File: config.mk
export PLATFORM = sky130hd
export DESIGN_NAME = dram_arbiter_flat
export DESIGN_NICKNAME = d
export VERILOG_FILES = /design/src/rtl/dram_arbiter_pkg.sv /design/src/rtl/dram_arbiter_if.sv /design/src/rtl/dram_arbiter_rr_pick2.sv /design/src/rtl/dram_arbiter.sv /design/src/flat_wrapper.sv
export SDC_FILE = /design/constraint.sdc
export NUM_CORES = 1
export LEC_CHECK = 0
export ABC_AREA = 1
export CORE_UTILIZATION = 36
export DETAILED_ROUTE_END_ITERATION = 6
export PLACE_DENSITY_LB_ADDON = 0.1
export SKIP_CTS_REPAIR_TIMING = 1
export SYNTH_ARGS = -nofsm -noshare
export SYNTH_HDL_FRONTEND = slang
export SYNTH_SLANG_ARGS = --single-unit
File: constraint.sdc
create_clock -name clk -period 1.2 [get_ports clk]
set_clock_uncertainty 0.2 [all_clocks]
set_input_delay 0.24 -clock clk [delete_from_list [all_inputs] [get_ports clk]]
set_output_delay 0.24 -clock clk [all_outputs]
set_load 0.01 [all_outputs]
File: src/rtl/dram_arbiter_pkg.sv
// Shared types and constants for the two-port DRAM user-port arbiter.
package dram_arb_pkg;

  localparam int ADDR_W = 27;
  localparam int DATA_W = 32;

  localparam logic PORT_DATA = 1'b0;
  localparam logic PORT_INST = 1'b1;

  typedef enum logic [1:0] {
    IDLE = 2'd0,
    BUSY = 2'd1,
    DONE = 2'd2
  } arb_state_t;

endpackage

File: src/rtl/dram_arbiter_if.sv
// Request-side and DRAM-side bundle of the arbiter; slave is the arbiter's view.
interface dram_arbiter_if #(
  parameter int ADDR_W = dram_arb_pkg::ADDR_W,
  parameter int DATA_W = dram_arb_pkg::DATA_W
);
  logic [1:0]        req_valid;
  logic [ADDR_W-1:0] req_addr0;
  logic [ADDR_W-1:0] req_addr1;
  logic [DATA_W-1:0] req_din0;
  logic [DATA_W-1:0] req_din1;
  logic [1:0]        req_rw;
  logic [1:0]        req_ready;
  logic [DATA_W-1:0] req_dout;

  logic [ADDR_W-1:0] addr_dram;
  logic [DATA_W-1:0] din_dram;
  logic              rw_dram;
  logic              valid_dram;
  logic [DATA_W-1:0] dout_dram;
  logic              ready_dram;

  modport slave (
    input  req_valid, req_addr0, req_addr1, req_din0, req_din1, req_rw,
    input  dout_dram, ready_dram,
    output req_ready, req_dout,
    output addr_dram, din_dram, rw_dram, valid_dram
  );

  modport master (
    output req_valid, req_addr0, req_addr1, req_din0, req_din1, req_rw,
    output dout_dram, ready_dram,
    input  req_ready, req_dout,
    input  addr_dram, din_dram, rw_dram, valid_dram
  );
endinterface

File: src/rtl/dram_arbiter_rr_pick2.sv
// Two-way round-robin pick: a lone requester wins, a tie goes to the port not served last.
module rr_pick2 (
  input  logic [1:0] req,
  input  logic       last,
  output logic       gnt_valid,
  output logic       gnt_idx
);
  assign gnt_valid = |req;
  assign gnt_idx   = (req == 2'b11) ? ~last : req[1];
endmodule

File: src/rtl/dram_arbiter.sv
// Shares one DRAM user port between the data path (port 0) and instruction/loader path (port 1).
//   state | meaning
//   IDLE  | waiting for a request, grant decided here only
//   BUSY  | request held on the DRAM port until ready_dram
//   DONE  | one-cycle req_ready pulse to the granted port, no grant
module dram_arbiter
  import dram_arb_pkg::*;
#(
  parameter int ADDR_W = dram_arb_pkg::ADDR_W,
  parameter int DATA_W = dram_arb_pkg::DATA_W
) (
  input  logic           clk,
  input  logic           rstn,
  dram_arbiter_if.slave  bus
);

  arb_state_t        state;
  logic [ADDR_W-1:0] addr_q;
  logic [DATA_W-1:0] din_q;
  logic              rw_q;
  logic              gnt;
  logic              last;
  logic [1:0]        ready_q;
  logic [DATA_W-1:0] dout_q;
  logic              pick_valid;
  logic              pick_idx;

  rr_pick2 u_pick (
    .req       (bus.req_valid),
    .last      (last),
    .gnt_valid (pick_valid),
    .gnt_idx   (pick_idx)
  );

  always_ff @(posedge clk or negedge rstn) begin
    if (!rstn) begin
      state   <= IDLE;
      addr_q  <= '0;
      din_q   <= '0;
      rw_q    <= 1'b0;
      gnt     <= PORT_DATA;
      last    <= PORT_INST;
      ready_q <= 2'b00;
      dout_q  <= '0;
    end else begin
      ready_q <= 2'b00;
      case (state)
        IDLE: begin
          if (pick_valid) begin
            addr_q <= pick_idx ? bus.req_addr1 : bus.req_addr0;
            din_q  <= pick_idx ? bus.req_din1  : bus.req_din0;
            rw_q   <= bus.req_rw[pick_idx];
            gnt    <= pick_idx;
            last   <= pick_idx;
            state  <= BUSY;
          end
        end
        BUSY: begin
          if (bus.ready_dram) begin
            // write completions leave the last read data in place
            if (!rw_q) dout_q <= bus.dout_dram;
            ready_q <= gnt ? 2'b10 : 2'b01;
            state   <= DONE;
          end
        end
        DONE:    state <= IDLE;
        default: state <= IDLE;
      endcase
    end
  end

  assign bus.addr_dram  = addr_q;
  assign bus.din_dram   = din_q;
  assign bus.rw_dram    = rw_q;
  // drop valid in the completion cycle so the controller never sees a second request
  assign bus.valid_dram = (state == BUSY) && !bus.ready_dram;
  assign bus.req_ready  = ready_q;
  assign bus.req_dout   = dout_q;

endmodule

File: src/flat_wrapper.sv
// flat-port wrapper written by rule: the top's interface ports become plain ports
module dram_arbiter_flat import dram_arb_pkg::*;
#(
  parameter int ADDR_W = dram_arb_pkg::ADDR_W,
  parameter int DATA_W = dram_arb_pkg::DATA_W
)
  (clk, rstn, bus_req_valid, bus_req_addr0, bus_req_addr1, bus_req_din0, bus_req_din1, bus_req_rw, bus_dout_dram, bus_ready_dram, bus_req_ready, bus_req_dout, bus_addr_dram, bus_din_dram, bus_rw_dram, bus_valid_dram);
  dram_arbiter_if #(.ADDR_W(ADDR_W), .DATA_W(DATA_W)) bus_i ();
  input  logic clk;
  input  logic rstn;
  input wire logic [$bits(bus_i.req_valid)-1:0] bus_req_valid;
  input wire logic [$bits(bus_i.req_addr0)-1:0] bus_req_addr0;
  input wire logic [$bits(bus_i.req_addr1)-1:0] bus_req_addr1;
  input wire logic [$bits(bus_i.req_din0)-1:0] bus_req_din0;
  input wire logic [$bits(bus_i.req_din1)-1:0] bus_req_din1;
  input wire logic [$bits(bus_i.req_rw)-1:0] bus_req_rw;
  input wire logic [$bits(bus_i.dout_dram)-1:0] bus_dout_dram;
  input wire logic [$bits(bus_i.ready_dram)-1:0] bus_ready_dram;
  output wire logic [$bits(bus_i.req_ready)-1:0] bus_req_ready;
  output wire logic [$bits(bus_i.req_dout)-1:0] bus_req_dout;
  output wire logic [$bits(bus_i.addr_dram)-1:0] bus_addr_dram;
  output wire logic [$bits(bus_i.din_dram)-1:0] bus_din_dram;
  output wire logic [$bits(bus_i.rw_dram)-1:0] bus_rw_dram;
  output wire logic [$bits(bus_i.valid_dram)-1:0] bus_valid_dram;
  assign bus_i.req_valid = bus_req_valid;
  assign bus_i.req_addr0 = bus_req_addr0;
  assign bus_i.req_addr1 = bus_req_addr1;
  assign bus_i.req_din0 = bus_req_din0;
  assign bus_i.req_din1 = bus_req_din1;
  assign bus_i.req_rw = bus_req_rw;
  assign bus_i.dout_dram = bus_dout_dram;
  assign bus_i.ready_dram = bus_ready_dram;
  assign bus_req_ready = bus_i.req_ready;
  assign bus_req_dout = bus_i.req_dout;
  assign bus_addr_dram = bus_i.addr_dram;
  assign bus_din_dram = bus_i.din_dram;
  assign bus_rw_dram = bus_i.rw_dram;
  assign bus_valid_dram = bus_i.valid_dram;
  dram_arbiter #(.ADDR_W(ADDR_W), .DATA_W(DATA_W)) u_core (.clk(clk), .rstn(rstn), .bus(bus_i));
endmodule
== Word level (Yosys, flattened, before mapping) ==
Cells that the tools add are included.
Cells by class
  $lt $le $gt $ge: 1
  equal/unequal tests: 4
  mux-type cells: 11
  bitwise operators: 2
  reductions and logical operators: 7
Operator list (number)
  $mux W32: 1
  $mux W27: 1
  $mux W2: 5
  $pmux W2 S2: 1
  $reduce_and A2 Y1: 2
  $mux W1: 3
  $reduce_and A3 Y1: 1
  $eq A2 B1 Y1 const B: 1
  $eq A2 B2 Y1 const B: 1
  $logic_not A2 Y1: 1
  $lt A1 B2 Y1 const B: 1
  $ne A2 B1 Y1 const B: 1
  $ne A2 B2 Y1 const B: 1
  $not A1 Y1: 2
  $reduce_or A2 Y1: 1
  $logic_and A1 B1 Y1: 1
  $logic_not A1 Y1: 1
Storage, ports and cells
  register bits after elaboration: 98
  input port bits: 157
  word-level logic and storage cells: 33

== Logic depth before layout (Yosys ltp) ==
  depth in word-level cells: 4
  gate-level depth with buffers: 7
  gate-level depth less buffers: 6

== Hierarchy ==
From an unflattened synthesis, not the netlist that was laid out.
Second synthesis, totals
  cells, all modules: 613
  area, all modules: 4500.6 sq um
By module, submodules not included
  dram_arbiter: times used 1, cells an instance 610, area an instance 4485.6 sq um, seq. area each 2453.6 sq um
  rr_pick2: times used 1, cells an instance 3, area an instance 15.0 sq um, seq. area each 0.0 sq um

== Worst setup path before layout ==
OpenSTA, ideal clock, no wires.
  path kind: reg-to-reg
  start: reg u_core.last
  end: reg u_core.addr_q[0] (netlist: u_core.bus.addr_dram[0])
  arrival time: 1053 ps
  data required time: 882 ps
  setup slack: -171 ps
  stages on the path, launching flop included: 7
  path buffers: 1
  clock period less this slack: 1371 ps
  cells stage by stage: dfstp_2 > nand2_2 > nand2_1 > buf_2 > nand2_1 > nand3_1 > nand2_1
On the way
  longest elaborated chain between the ends: 3
Ends and longest elaborated chain
  start: declaration: line dram_arbiter.sv:22  | logic last;
  start signal: assignment: line dram_arbiter.sv:54  | last <= pick_idx;
  $not A1 Y1: line dram_arbiter_rr_pick2.sv:9  | assign gnt_idx = (req == 2'b11) ? ~last : req[1];
  $mux W1: line dram_arbiter_rr_pick2.sv:9
  $mux W27: line dram_arbiter.sv:50  | addr_q <= pick_idx ? bus.req_addr1 : bus.req_addr0;
  end signal: assignment: line dram_arbiter.sv:50
  end: declaration: line dram_arbiter.sv:18  | logic [ADDR_W-1:0] addr_q;
Every way passes these cells.
A chain may end at the register's enable or synchronous reset.

== Worst setup path in the final report ==
  start: reg u_core.state[1]
  end: reg u_core.addr_q[18] (netlist: u_core.bus.addr_dram[18])
On the way
  longest elaborated chain between the ends: 2
Ends and longest elaborated chain
  start: declaration: line dram_arbiter.sv:17  | arb_state_t state;
  start signal: assignment: line dram_arbiter.sv:37  | state <= IDLE;
  start signal: assignment: line dram_arbiter.sv:55  | state <= BUSY;
  start signal: assignment: line dram_arbiter.sv:63  | state <= DONE;
  $logic_not A2 Y1: line dram_arbiter.sv:47  | case (state)
  $reduce_and A2 Y1 (no line)
Every way passes these cells.

==> reports/metrics.yaml <==
leakagePower_nw: 4.851
cp.arrival_ns: 1.68
hold_viol_final: 0
io_buffers: 251
clk_pin_slew_ns: 0.07
p_per_area_mw_per_mm2: 2261
drt_pass1_iterations: 4
fin_ws_ns: -0.4039
synth_area_leaders: "dfrtp_1 50%, nand2_1 19%, nand3_1 16%"
worst_path_max_delay_cell: "dfrtp_1"
n_antenna_cell: 0
nets: 1147
yosysWarnings: 0
outcome: "complete, but fails checks"
async_flop_share_pct: 100.0
htree_levels: 3
path_class: "flip-flop to flip-flop"
fp.coreArea_mm2: 0.01324
path_cells: "buf_6 -> inv_4 -> nand2_4 -> nor2_8 -> buf_12 -> clkbuf_16 -> nand3_1 -> nand2_1"
rsz0062_at_grt: "yes"
synth_cell_type_count: 18
syn_area_mm2: 0.004897
avgRoutedWirePerCell_um: 14.47
max_freq_mhz: 623.5
cp_max_fo: 15
dieArea_mm2: 0.01407
seq_area_frac_synth_pct: 50.10
synth_area_leader_cell: "dfrtp_1"
grt.total_usage_pct: 21.56
r2r_slack_ns: -0.40
max_stage_delay_ns: 0.43
num_rows: 42
syn-num-nets: 835
drv_slew: 0
synth_most_common_cell: "nand2_1"
layout_min_cycle_time_ns: 1.604
vias: 5388
boundaryPins: 252
ir_drop_mv: 0.8685
synthTopCellsByCount: "250 x nand2_1, 152 x nand3_1, 125 x inv_1, 97 x dfrtp_1, 30 x buf_2"
gp_congestion: 0.8126
grt_pass1_wl_um: 24230
cp-end-kind: "flip-flop"
wirelength_um: 16950
yosysTopAreaCellShare_pct: 49.57
grt_pass1_vias: 4881
drt_iter0_drc: 223
numCtsBuffers: 9
die_w_um: 118.6
synthCells: 678
areaGrowthSynthToFinish_pct: 80.89
maxCapViolCount: 0
antenna_found_initial: 0
clock_path_buffers: 2
grt_overflow_total: 0
die_h_um: 118.6
tns_ns: -41.74
ant_nets: 0
viasPerCell: 4.601
slew_headroom_pct: 82.40
numClockSinks: 98
drc_errors: 0
final-setup-viol-count: 192
ys_ff_latch: 98
ys.flop_type: "dfrtp_1"
hpwl_um: 11110
fillers: 1115
synth-edff-count: 0
drive_gt1_share_pct: 28.34
cts_root_buf: "clkbuf_16"
tightest_slew_ns: 0.2640
grt_max_degree: 35
worstPathRequired_ns: 1.28
cts_tree: "built"
start_util_pct: 36.98
dp_slack_ns: -0.5867
worstSetupStartpointType: "flip-flop"
finalCritPeriodShare_pct: 133.7
violations: "setup timing"
clkLatencyLatePin_ns: 0.34
avgSynthCellArea_um2: 7.223
hold_class: "primary input to async pin"
[worst max-delay path: cells and delay by family, from the launching register on]
family / cells / cell delay, ns
simple gates: 4 / 0.41
flops: 1 / 0.43
buf+inv: 4 / 0.49
[metal layers]
layer / part of all wire [%] / track usage, % / wire, µm
met2: 51 / 37.76 / 8631
met4: 1.6 / 6.408 / 265
met5: 0 / 0 / 0
met1: 41 / 26.27 / 6939
met3: 6.6 / 4.923 / 1111
[final timing paths]
kind                                             start                                    to  cells after the start
max                        u_core.state[1]$_DFFE_PN0P_  u_core.bus.addr_dram[18]$_DFFE_PN0P_                      8
min                                               rstn   u_core.bus.req_dout[15]$_DFFE_PN0P_                      2
max reg2reg                u_core.state[1]$_DFFE_PN0P_  u_core.bus.addr_dram[18]$_DFFE_PN0P_                      8
min reg2reg                     u_core.gnt$_DFFE_PN0P_     u_core.bus.req_ready[0]$_DFF_PN0_                      1
max in group asynchronous                         rstn   u_core.bus.req_dout[30]$_DFFE_PN0P_                      3
min in group clk                        bus_ready_dram           u_core.state[0]$_DFFE_PN0P_                      4
[cell usage in the layout, fill, tap and decap left out, drive strengths merged]
| master | synthesis | layout |
|---|---|---|
| nor2 | 7 | 7 |
| clkinv | 0 | 1 |
| clkinvlp | 0 | 2 |
| dlygate4sd3 | 0 | 1 |
| bufinv | 0 | 2 |
| dfstp | 1 | 1 |
| nand3 | 152 | 152 |
| inv | 127 | 129 |
| o21ai | 2 | 2 |
| clkbuf | 5 | 91 |
| dfrtp | 97 | 97 |
| dlymetal6s2s | 0 | 1 |
| nand4 | 1 | 1 |
| buf | 35 | 104 |
| clkdlybuf4s50 | 0 | 153 |
| nand2 | 251 | 251 |
[flip-flops by register name (all words and copies together), names as in the netlist]
signal	flops
u_core.bus.din_dram	32
u_core.bus.req_dout	32
u_core.bus.addr_dram	27
u_core.bus.req_ready	2
u_core.state	2
u_core.bus.rw_dram	1
u_core.gnt	1
u_core.last	1
[report_power, final]
| part | internal [mW] | leakage [nW] | switching, mW |
|---|---|---|---|
| clock | 1.85 | 0.153 | 1.31 |
| sequential | 4.93 | 1.20 | 1.02 |
| combinational | 5.52 | 3.49 | 5.41 |
| total | 12.3 | 4.85 | 7.74 |
[cell type report]
| cell class | instances | area [µm²] | area share [%] |
|---|---|---|---|
| Timing Repair Buffer | 341 | 3249 | 36.68 |
| Sequential cell | 98 | 2454 | 27.70 |
| Multi-Input combinational cell | 413 | 2122 | 23.95 |
| Inverter | 127 | 486.7 | 5.494 |
| Clock buffer | 9 | 225.2 | 2.542 |
| Tap cell | 176 | 220.2 | 2.486 |
| Clock inverter | 7 | 101.3 | 1.144 |
[cell families (layout without fill, tap and decap cells)]
group,Yosys count,count (layout),synth area share (%)
simple gates,411,411,36.08
buf+inv,167,484,13.62
flops,98,98,50.10
compound gates,2,2,0.2042
[stage by stage]
step	util (%)	std cells	hold slack, ns	cell area (µm²)	total power [mW]
floorplan	-	678	-0.2556	4952	9.745
global placement	59.60	1104	-0.06990	7893	14.76
detailed placement	59.60	1104	-0.05691	7893	14.97
CTS	62.07	1120	-0.4427	8219	18.19
global route	66.89	1171	0.1337	8859	21.26
finish	66.89	1171	0.1273	8859	20.03
No activity file was read; power rests on OpenSTA's default activity.
